--- config.mk ---
export PLATFORM = sky130hd
export DESIGN_NAME = fp_mul_pipe
export DESIGN_NICKNAME = d
export VERILOG_FILES = /design/src/rtl/fp_mul_pipe.sv
export SDC_FILE = /design/constraint.sdc
export NUM_CORES = 2
export LEC_CHECK = 0
export BUFFER_PORTS_ARGS = -buffer_cell sky130_fd_sc_hd__buf_4
export CORE_AREA = 2 2 166 331
export CTS_CLUSTER_DIAMETER = 200
export DETAILED_ROUTE_END_ITERATION = 6
export DIE_AREA = 0 0 168 333
export PLACE_DENSITY = 0.77
export SLEW_MARGIN = 30
export SYNTH_ARGS = -nofsm -noshare
export SYNTH_HDL_FRONTEND = slang
export SYNTH_SLANG_ARGS = --single-unit
export TNS_END_PERCENT = 10
--- constraint.sdc ---
create_clock -name clk -period 16.6 [get_ports clk]
set_clock_uncertainty 0.15 [all_clocks]
set_input_delay 2.49 -clock clk [delete_from_list [all_inputs] [get_ports clk]]
set_output_delay 2.49 -clock clk [all_outputs]
set_load 0.01 [all_outputs]
--- src/rtl/fp_mul_pipe.sv ---
// Pipelined IEEE-754 multiplier: classify/unpack, mantissa product, normalise/round/pack.
// A single advance signal moves every stage together; a tag rides alongside each operand pair.
module fp_mul_pipe #(
  parameter int EXP_W       = 8,
  parameter int MAN_W       = 23,
  parameter int PIPE_STAGES = 3,
  parameter int TAG_W       = 4
) (
  input  logic                 clk,
  input  logic                 reset_n,
  input  logic                 in_valid,
  output logic                 in_ready,
  input  logic [EXP_W+MAN_W:0] in1,
  input  logic [EXP_W+MAN_W:0] in2,
  input  logic [TAG_W-1:0]     in_tag,
  output logic                 out_valid,
  input  logic                 out_ready,
  output logic [EXP_W+MAN_W:0] out,
  output logic [TAG_W-1:0]     out_tag,
  output logic [3:0]           out_flags
);
  localparam int W      = 1 + EXP_W + MAN_W;
  localparam int SIG_W  = MAN_W + 1;
  localparam int PROD_W = 2 * MAN_W + 2;
  localparam int LZ_W   = $clog2(PROD_W);
  localparam int XW     = EXP_W + LZ_W + 2;
  localparam int BIAS   = (1 << (EXP_W - 1)) - 1;
  localparam logic signed [XW-1:0] EXP_MAX = XW'((1 << EXP_W) - 2);
  localparam logic signed [XW-1:0] EXP_MIN = XW'(1);

  typedef struct packed {
    logic             sign;
    logic [EXP_W+1:0] exp;
    logic             special;
    logic [W-1:0]     sp_val;
    logic [3:0]       sp_flags;
    logic [TAG_W-1:0] tag;
  } ctl_t;

  logic advance;
  assign advance  = ~out_valid | out_ready;
  assign in_ready = advance;

  logic             sa, sb;
  logic [EXP_W-1:0] ea, eb;
  logic [MAN_W-1:0] ma, mb;
  assign {sa, ea, ma} = in1;
  assign {sb, eb, mb} = in2;

  logic a_nan, b_nan, a_inf, b_inf, a_zero, b_zero;
  assign a_nan  = (&ea) & (|ma);
  assign b_nan  = (&eb) & (|mb);
  assign a_inf  = (&ea) & ~(|ma);
  assign b_inf  = (&eb) & ~(|mb);
  assign a_zero = ~(|ea) & ~(|ma);
  assign b_zero = ~(|eb) & ~(|mb);

  ctl_t             s1_d, s1_q;
  logic [SIG_W-1:0] sig_a_q, sig_b_q;
  logic             s1_v;

  // NOTE: every field gets a default before the priority chain, so no path can infer a latch.
  always_comb begin
    s1_d          = '0;
    s1_d.sign     = sa ^ sb;
    s1_d.tag      = in_tag;
    s1_d.exp      = {2'b00, (ea == '0) ? EXP_W'(1) : ea}
                  + {2'b00, (eb == '0) ? EXP_W'(1) : eb} - (EXP_W+2)'(BIAS);
    s1_d.special  = 1'b1;
    if (b_nan) begin
      s1_d.sp_val   = {sb, {EXP_W{1'b1}}, 1'b1, mb[MAN_W-2:0]};
      s1_d.sp_flags = {~mb[MAN_W-1], 3'b000};
    end else if (a_nan) begin
      s1_d.sp_val   = {sa, {EXP_W{1'b1}}, 1'b1, ma[MAN_W-2:0]};
      s1_d.sp_flags = {~ma[MAN_W-1], 3'b000};
    end else if ((a_inf & b_zero) | (a_zero & b_inf)) begin
      s1_d.sp_val   = {s1_d.sign, {EXP_W{1'b1}}, 1'b1, {(MAN_W-1){1'b0}}};
      s1_d.sp_flags = 4'b1000;
    end else if (a_inf | b_inf) begin
      s1_d.sp_val   = {s1_d.sign, {EXP_W{1'b1}}, {MAN_W{1'b0}}};
    end else if (a_zero | b_zero) begin
      s1_d.sp_val   = {s1_d.sign, {(W-1){1'b0}}};
    end else begin
      s1_d.special  = 1'b0;
    end
  end

  // NOTE: only valid bits are reset; datapath registers are qualified by them and need no reset.
  always_ff @(posedge clk or negedge reset_n) begin
    if (!reset_n)     s1_v <= 1'b0;
    else if (advance) s1_v <= in_valid;
  end

  // NOTE: nonblocking assignments let every stage capture its pre-edge input in the same step.
  always_ff @(posedge clk) begin
    if (advance) begin
      s1_q    <= s1_d;
      sig_a_q <= {|ea, ma};
      sig_b_q <= {|eb, mb};
    end
  end

  logic [PROD_W-1:0] prod_d, s3_prod;
  ctl_t              s3_ctl;
  logic              s3_v;
  assign prod_d = PROD_W'(sig_a_q) * PROD_W'(sig_b_q);

  // Stages beyond two sit behind the multiplier so synthesis can retime it across them.
  generate
    if (PIPE_STAGES > 2) begin : g_mid
      localparam int D = PIPE_STAGES - 2;
      ctl_t              ctl_q  [D];
      logic [PROD_W-1:0] prod_q [D];
      logic [D-1:0]      v_q;

      always_ff @(posedge clk or negedge reset_n) begin
        if (!reset_n) v_q <= '0;
        else if (advance) begin
          v_q[0] <= s1_v;
          for (int i = 1; i < D; i++) v_q[i] <= v_q[i-1];
        end
      end

      always_ff @(posedge clk) begin
        if (advance) begin
          ctl_q[0]  <= s1_q;
          prod_q[0] <= prod_d;
          for (int i = 1; i < D; i++) begin
            ctl_q[i]  <= ctl_q[i-1];
            prod_q[i] <= prod_q[i-1];
          end
        end
      end

      assign s3_ctl  = ctl_q[D-1];
      assign s3_prod = prod_q[D-1];
      assign s3_v    = v_q[D-1];
    end else begin : g_merge
      assign s3_ctl  = s1_q;
      assign s3_prod = prod_d;
      assign s3_v    = s1_v;
    end
  endgenerate

  logic [LZ_W-1:0]        lead;
  logic [PROD_W-1:0]      norm;
  logic                   guard, rnd, sticky, round_up, inexact;
  logic [MAN_W:0]         frac_r;
  logic signed [XW-1:0]   exp_r;
  logic [W-1:0]           res;
  logic [3:0]             flags;

  always_comb begin
    lead = '0;
    for (int i = 0; i < PROD_W; i++) if (s3_prod[i]) lead = LZ_W'(i);
    norm     = s3_prod << (LZ_W'(PROD_W - 1) - lead);
    guard    = norm[PROD_W-1-SIG_W];
    rnd      = norm[PROD_W-2-SIG_W];
    sticky   = |norm[PROD_W-3-SIG_W:0];
    round_up = guard & (rnd | sticky | norm[PROD_W-SIG_W]);
    inexact  = guard | rnd | sticky;
    // The hidden bit is always 1 after normalising, so a carry out of the fraction means 2.0.
    frac_r   = {1'b0, norm[PROD_W-2 -: MAN_W]} + (MAN_W+1)'(round_up);
    exp_r    = {{(XW-EXP_W-2){s3_ctl.exp[EXP_W+1]}}, s3_ctl.exp} + XW'(lead)
             - XW'(PROD_W - 2) + XW'(frac_r[MAN_W]);
    res      = '0;
    flags    = '0;
    if (s3_ctl.special) begin
      res   = s3_ctl.sp_val;
      flags = s3_ctl.sp_flags;
    end else if (exp_r > EXP_MAX) begin
      res   = {s3_ctl.sign, {EXP_W{1'b1}}, {MAN_W{1'b0}}};
      flags = 4'b0101;
    end else if (exp_r < EXP_MIN) begin
      res   = {s3_ctl.sign, {(W-1){1'b0}}};
      flags = {3'b001, norm[PROD_W-1]};
    end else begin
      res   = {s3_ctl.sign, exp_r[EXP_W-1:0], frac_r[MAN_W-1:0]};
      flags = {3'b000, inexact};
    end
  end

  always_ff @(posedge clk or negedge reset_n) begin
    if (!reset_n) begin
      out_valid <= 1'b0;
      out       <= '0;
      out_tag   <= '0;
      out_flags <= '0;
    end else if (advance) begin
      out_valid <= s3_v;
      out       <= res;
      out_tag   <= s3_ctl.tag;
      out_flags <= flags;
    end
  end
endmodule
# --- Word level (Yosys, flattened, before mapping) ---
# Memories as Yosys holds them, arrays and structs flattened.
# Cells that the tools add are included.
totals:
  mem_count: 2
  inputBits: 72
  register_bits: 143
  mem_bits_rw: 100
  latchBits: 0
  romBits: 0
classes:
  bitwise_logic: 25
  n_div: 0
  n_eq_ne: 0
  order_cmp: 2
  n_addsub: 7
  mux: 64
  multipliers: 1
  n_reduce_logical: 12
  n_shift: 1
memory_table:
  columns: ["name", "depth", "word_bits", "read_ports", "rd_ports_with_merged_regs", "wr", "line_no", "text"]
  rows:
  - ["g_mid.ctl_q", 1, 52, 1, 0, 1, "112", "ctl_t ctl_q [D];"]
  - ["g_mid.prod_q", 1, 48, 1, 0, 1, "113", "logic [PROD_W-1:0] prod_q [D];"]
ops:
  columns: ["op", "n"]
  rows:
  - ["$mux W6", 46]
  - ["$mux W32", 4]
  - ["$mux W36", 2]
  - ["$mux W31", 2]
  - ["$mul A24 B24 Y48", 1]
  - ["$shl A48 B6 Y48", 1]
  - ["$reduce_or A23 Y1", 2]
  - ["$add A23 B1 Y24", 1]
  - ["$reduce_or A22 Y1", 1]
  - ["$logic_not A8 Y1", 2]
  - ["$mux W8", 2]
  - ["$reduce_and A8 Y1", 2]
  - ["$reduce_or A8 Y1", 2]
  - ["$add A12 B2 Y13", 1]
  - ["$gt A13 B9 Y1 const B", 1]
  - ["$lt A13 B2 Y1 const B", 1]
  - ["$sub A11 B7 Y12 const B", 1]
  - ["$add A10 B7 Y11", 1]
  - ["$sub A9 B7 Y10 const B", 1]
  - ["$add A8 B8 Y9", 1]
  - ["$and A1 B1 Y1", 9]
  - ["$mux W4", 2]
  - ["$or A1 B1 Y1", 8]
  - ["$not A1 Y1", 7]
  - ["other kinds (8)", 11]

# --- Depth between registers and ports, before layout ---
# An unclocked memory read counts as a cell.
logic_depth:
  ltp_word: 60
  ltp_mapped: 37
  depth_no_buf: 32

# --- Worst setup path after synthesis ---
# OpenSTA, ideal clock, no wires.
synth_path:
  path_type: "input to output"
  startpoint: "input port out_ready"
  endpoint: "output port in_ready"
  cell_stages: 4
  path_slack_ns: 5.911
  arrival_time_ns: 8.049
  cell_sequence: "nor2b_1 inv_1 clkbuf_1 buf_1"
synth_via:
  elab_chain_cells: 1
synth_rtl:
  columns: ["item", "line_no", "text"]
  rows:
  - ["start: declaration", "17", "input logic out_ready,"]
  - ["$or A1 B1 Y1", "41", "assign advance = ~out_valid | out_ready;"]
  - ["end: declaration", "12", "output logic in_ready,"]
# No other way between the ends.

# --- Worst setup path in the final report ---
layout_path:
  startpoint: "memory g_mid.prod_q[0][44] (netlist name)"
  endpoint: "register out[0]"
layout_via:
  elab_chain_cells: 17
  word_cells_on_any_way: 20
  classes_between: "add/sub: 5; order compare: 2; shift: 1; mux: 7; bitwise: 3; reduce/logical: 1; memory: 1"
layout_rtl:
  columns: ["item", "line_no", "text"]
  rows:
  - ["start: declaration", "113", null]
  - ["$mem_v2 Z1 W48 *", null, null]
  - ["$mux W6 (4 in a row)", "155", "for (int i = 0; i < PROD_W; i++) if (s3_prod[i]) lead = LZ_W'(i);"]
  - ["$sub A6 B6 Y6", "156", "norm = s3_prod << (LZ_W'(PROD_W - 1) - lead);"]
  - ["$shl A48 B6 Y48", "156", null]
  - ["$reduce_or A22 Y1", "159", "sticky = |norm[PROD_W-3-SIG_W:0];"]
  - ["$or A1 B1 Y1 (2 in a row)", "160", "round_up = guard & (rnd | sticky | norm[PROD_W-SIG_W]);"]
  - ["$and A1 B1 Y1", "160", null]
  - ["$add A23 B1 Y24", "163", "frac_r = {1'b0, norm[PROD_W-2 -: MAN_W]} + (MAN_W+1)'(round_up);"]
  - ["$add A12 B2 Y13", "165", "- XW'(PROD_W - 2) + XW'(frac_r[MAN_W]);"]
  - ["$lt A13 B2 Y1", "174", "end else if (exp_r < EXP_MIN) begin"]
  - ["$mux W31", "174", null]
  - ["$mux W31 *", "171", "end else if (exp_r > EXP_MAX) begin"]
  - ["$mux W32 *", "168", "if (s3_ctl.special) begin"]
  - ["end signal: assignment", "191", "out <= res;"]
  - ["end: declaration", "18", "output logic [EXP_W+MAN_W:0] out,"]
# Every way passes the cells marked *; elsewhere a longest branch is shown, timed or not.
# A chain may end at the register's enable or synchronous reset.

==> flow_metrics.tcl <==
set metrics [dict create \
    status "complete, no violations" \
    async_flop_share_pct 19.28 \
    clock_path_buffers 3 \
    io_pins 114 \
    dieWidth_um 168 \
    grt_setup_unrepaired "false" \
    start_util_pct 59.77 \
    start_kind "flip-flop" \
    row_count 120 \
    cp-end-kind "flip-flop" \
    fin_crit_ps 9316 \
    cts_tree "built" \
    layout-drive-gt1-share_pct 8.242 \
    postCtsHoldBufs 0 \
    cts-resized-gates 0 \
    maxSlewViolCount 0 \
    num_vias 26920 \
    syn_area_sq_um 31860 \
    finalWirelength_um 113300 \
    tightest_slew_ps 1087 \
    dr.first_iter.drc_count 2482 \
    slowest_stage "nor4_1" \
    tns_ps 0 \
    drt_pass1_iterations 6 \
    hold_slack_ps 264.9 \
    clock_latency_ps 550 \
    dpl.hpwl_um 87440 \
    synthDistinctLibCells 89 \
    remaining_drc_errors 0 \
    fp.coreArea_sq_um 53300 \
    viasPerCell 6.517 \
    clock-sinks 223 \
    port_buffers 113 \
    final_cell_mix "inv_1, nand2_1, fa_1" \
    clk_pin_slew_worst_paths_ps 70 \
    grt_usage_pct 41.22 \
    antenna_left 0 \
    ys_warn_count 0 \
    fmax_mhz 107.3 \
    ctsHtreeMaxLevel 1 \
    grt-ovfl-total 0 \
    nFillCells 4218 \
    timing.final.crit_share_pct 56.12 \
    layout.nets 4204 \
    die_h_um 333 \
    worst-setup-path-type "reg2reg" \
    avgSynthCellArea_sq_um 9.255 \
    detail_route.wl_per_cell_um 27.42 \
    netlist_instances 3442 \
    ys_seq_area_share_pct 20.34 \
    hold_class "reg2reg" \
    grt_pass1_wl_um 170100 \
    final_common_cell "inv_1" \
    die_area_sq_um 55940 \
    finalHoldViolations 0 \
    slowest_delay_ps 770 \
    ys_seq_elements 223 \
    required_ps 16860 \
    clock-root-buffer "clkbuf_16" \
    slew_headroom_pct 27.53 \
    critPathMaxFanout 47 \
    setup_violations 0 \
    place_area_sq_um 33300 \
    fin_util_pct 63.96 \
    grt_pass1_vias 29330 \
    synth_edf_count 180 \
    synth_flop_cell "edfxtp_1" \
    post_cts_buffers 0 \
    antenna_found_initial 3 \
    area_growth_pct 7.019 \
    cts_made_buffers 21 \
    syn_nets 4203 \
    max_cap_violations 0 \
    crit_arrival_ps 9570 \
    fin_area_sq_um 34090 \
    gp_congestion 0.9822 \
    grt_max_degree 138 \
]
[metal layers]
| layer | vias up | track usage [%] | share of wire [%] |
|---|---|---|---|
| met5 | - | 0 | 0.011 |
| met4 | 2 | 38.91 | 12 |
| met3 | 765 | 7.068 | 7.4 |
| met1 | 13200 | 38.87 | 29 |
| met2 | 1709 | 74.20 | 52 |
| li1 | 11240 | - | - |
[through the flow]
| step | worst slack, ps | std cells |
|---|---|---|
| final | 7284 | 4130 |
| after CTS | 7248 | 4126 |
| after global placement | 7330 | 4085 |
| after global routing | 6503 | 4130 |
| after floorplan | 5911 | 3442 |
| after detailed placement | 7285 | 4088 |
[final cells by class]
type	instances	area (sq um)	area share, %
clock inverter	13	143.9	0.4220
antenna	1	2.502	0.007340
multi-input combinational	2467	22540	66.11
inverter	535	2016	5.912
tap	671	839.6	2.463
timing repair buffer	195	1506	4.419
clock buffer	25	564.3	1.655
sequential	223	6481	19.01
[registers in the layout (all words and copies together), names as in the netlist]
signal	count
g_mid.prod_q	48
g_mid.ctl_q	42
s1_q	42
out	32
sig_a_q	24
sig_b_q	24
out_flags	4
out_tag	4
g_mid.v_q	1
out_valid	1
s1_v	1
[cells by family after synthesis]
family	count (synthesis)	synth area share (%)
compound gates	571	12.15
xor+xnor	73	2.007
fa+ha+maj	689	38.49
buf+inv	752	9.132
flops	223	20.34
mux	48	1.575
simple gates	1086	16.30
[final timing paths]
| path | from | endpoint | slack (ps) | depth (start not counted) |
|---|---|---|---|---|
| min | s1_q[29]$_DFFE_PP_ | g_mid.ctl_q[0][29]$_DFFE_PP_ | 260 | 0 |
| min in group asynchronous | reset_n | out_tag[0]$_DFFE_PN0P_ | 1780 | 1 |
| min reg2reg | s1_q[29]$_DFFE_PP_ | g_mid.ctl_q[0][29]$_DFFE_PP_ | 260 | 0 |
| max in group asynchronous | reset_n | out[13]$_DFFE_PN0P_ | 14120 | 1 |
| max | g_mid.prod_q[0][44]$_DFFE_PP_ | out[0]$_DFFE_PN0P_ | 7280 | 29 |
| max reg2reg | g_mid.prod_q[0][44]$_DFFE_PP_ | out[0]$_DFFE_PN0P_ | 7280 | 29 |
[synth_stat cells (all sizes together), types with 10 or more instances]
| master | number | area [sq um] |
|---|---|---|
| a211oi | 13 | 102.6 |
| a21o | 33 | 247.7 |
| a21oi | 134 | 670.6 |
| a221o | 24 | 240.2 |
| a221oi | 10 | 87.58 |
| a22o | 23 | 201.4 |
| a31oi | 12 | 75.07 |
| and2 | 220 | 1376 |
| and3 | 11 | 68.82 |
| buf | 50 | 271.5 |
| clkbuf | 167 | 629.4 |
| dfrtp | 43 | 1076 |
| edfxtp | 180 | 5405 |
| fa | 485 | 9709 |
| ha | 204 | 2552 |
| inv | 534 | 2004 |
| mux2 | 11 | 131.4 |
| mux2i | 37 | 370.4 |
| nand2 | 495 | 1861 |
| nand2b | 15 | 93.84 |
| nand3 | 38 | 195.2 |
| nand4 | 18 | 140.1 |
| nor2 | 157 | 589.3 |
| nor2b | 12 | 75.07 |
| nor3 | 41 | 210.2 |
| nor4 | 34 | 249.0 |
| o211ai | 15 | 117.6 |
| o21a | 17 | 128.9 |
| o21ai | 116 | 584.3 |
| o21bai | 21 | 157.7 |
| o221ai | 12 | 105.1 |
| o22a | 18 | 157.7 |
| o22ai | 35 | 219.0 |
| o31ai | 16 | 120.1 |
| or4 | 16 | 127.6 |
| xnor2 | 46 | 402.9 |
| xor2 | 27 | 236.5 |
[critical path: cells and delay by family (launching register included)]
| kind | cells | cell delay, ps |
|---|---|---|
| compound gates | 12 | 2460 |
| simple gates | 9 | 3660 |
| flops | 1 | 510 |
| fa+ha+maj | 3 | 840 |
| buf+inv | 3 | 640 |
| mux | 2 | 870 |
Power is left out: the tool's default activity adds up to more than one toggle a clock period on the data nets, which glitch-free logic cannot reach.
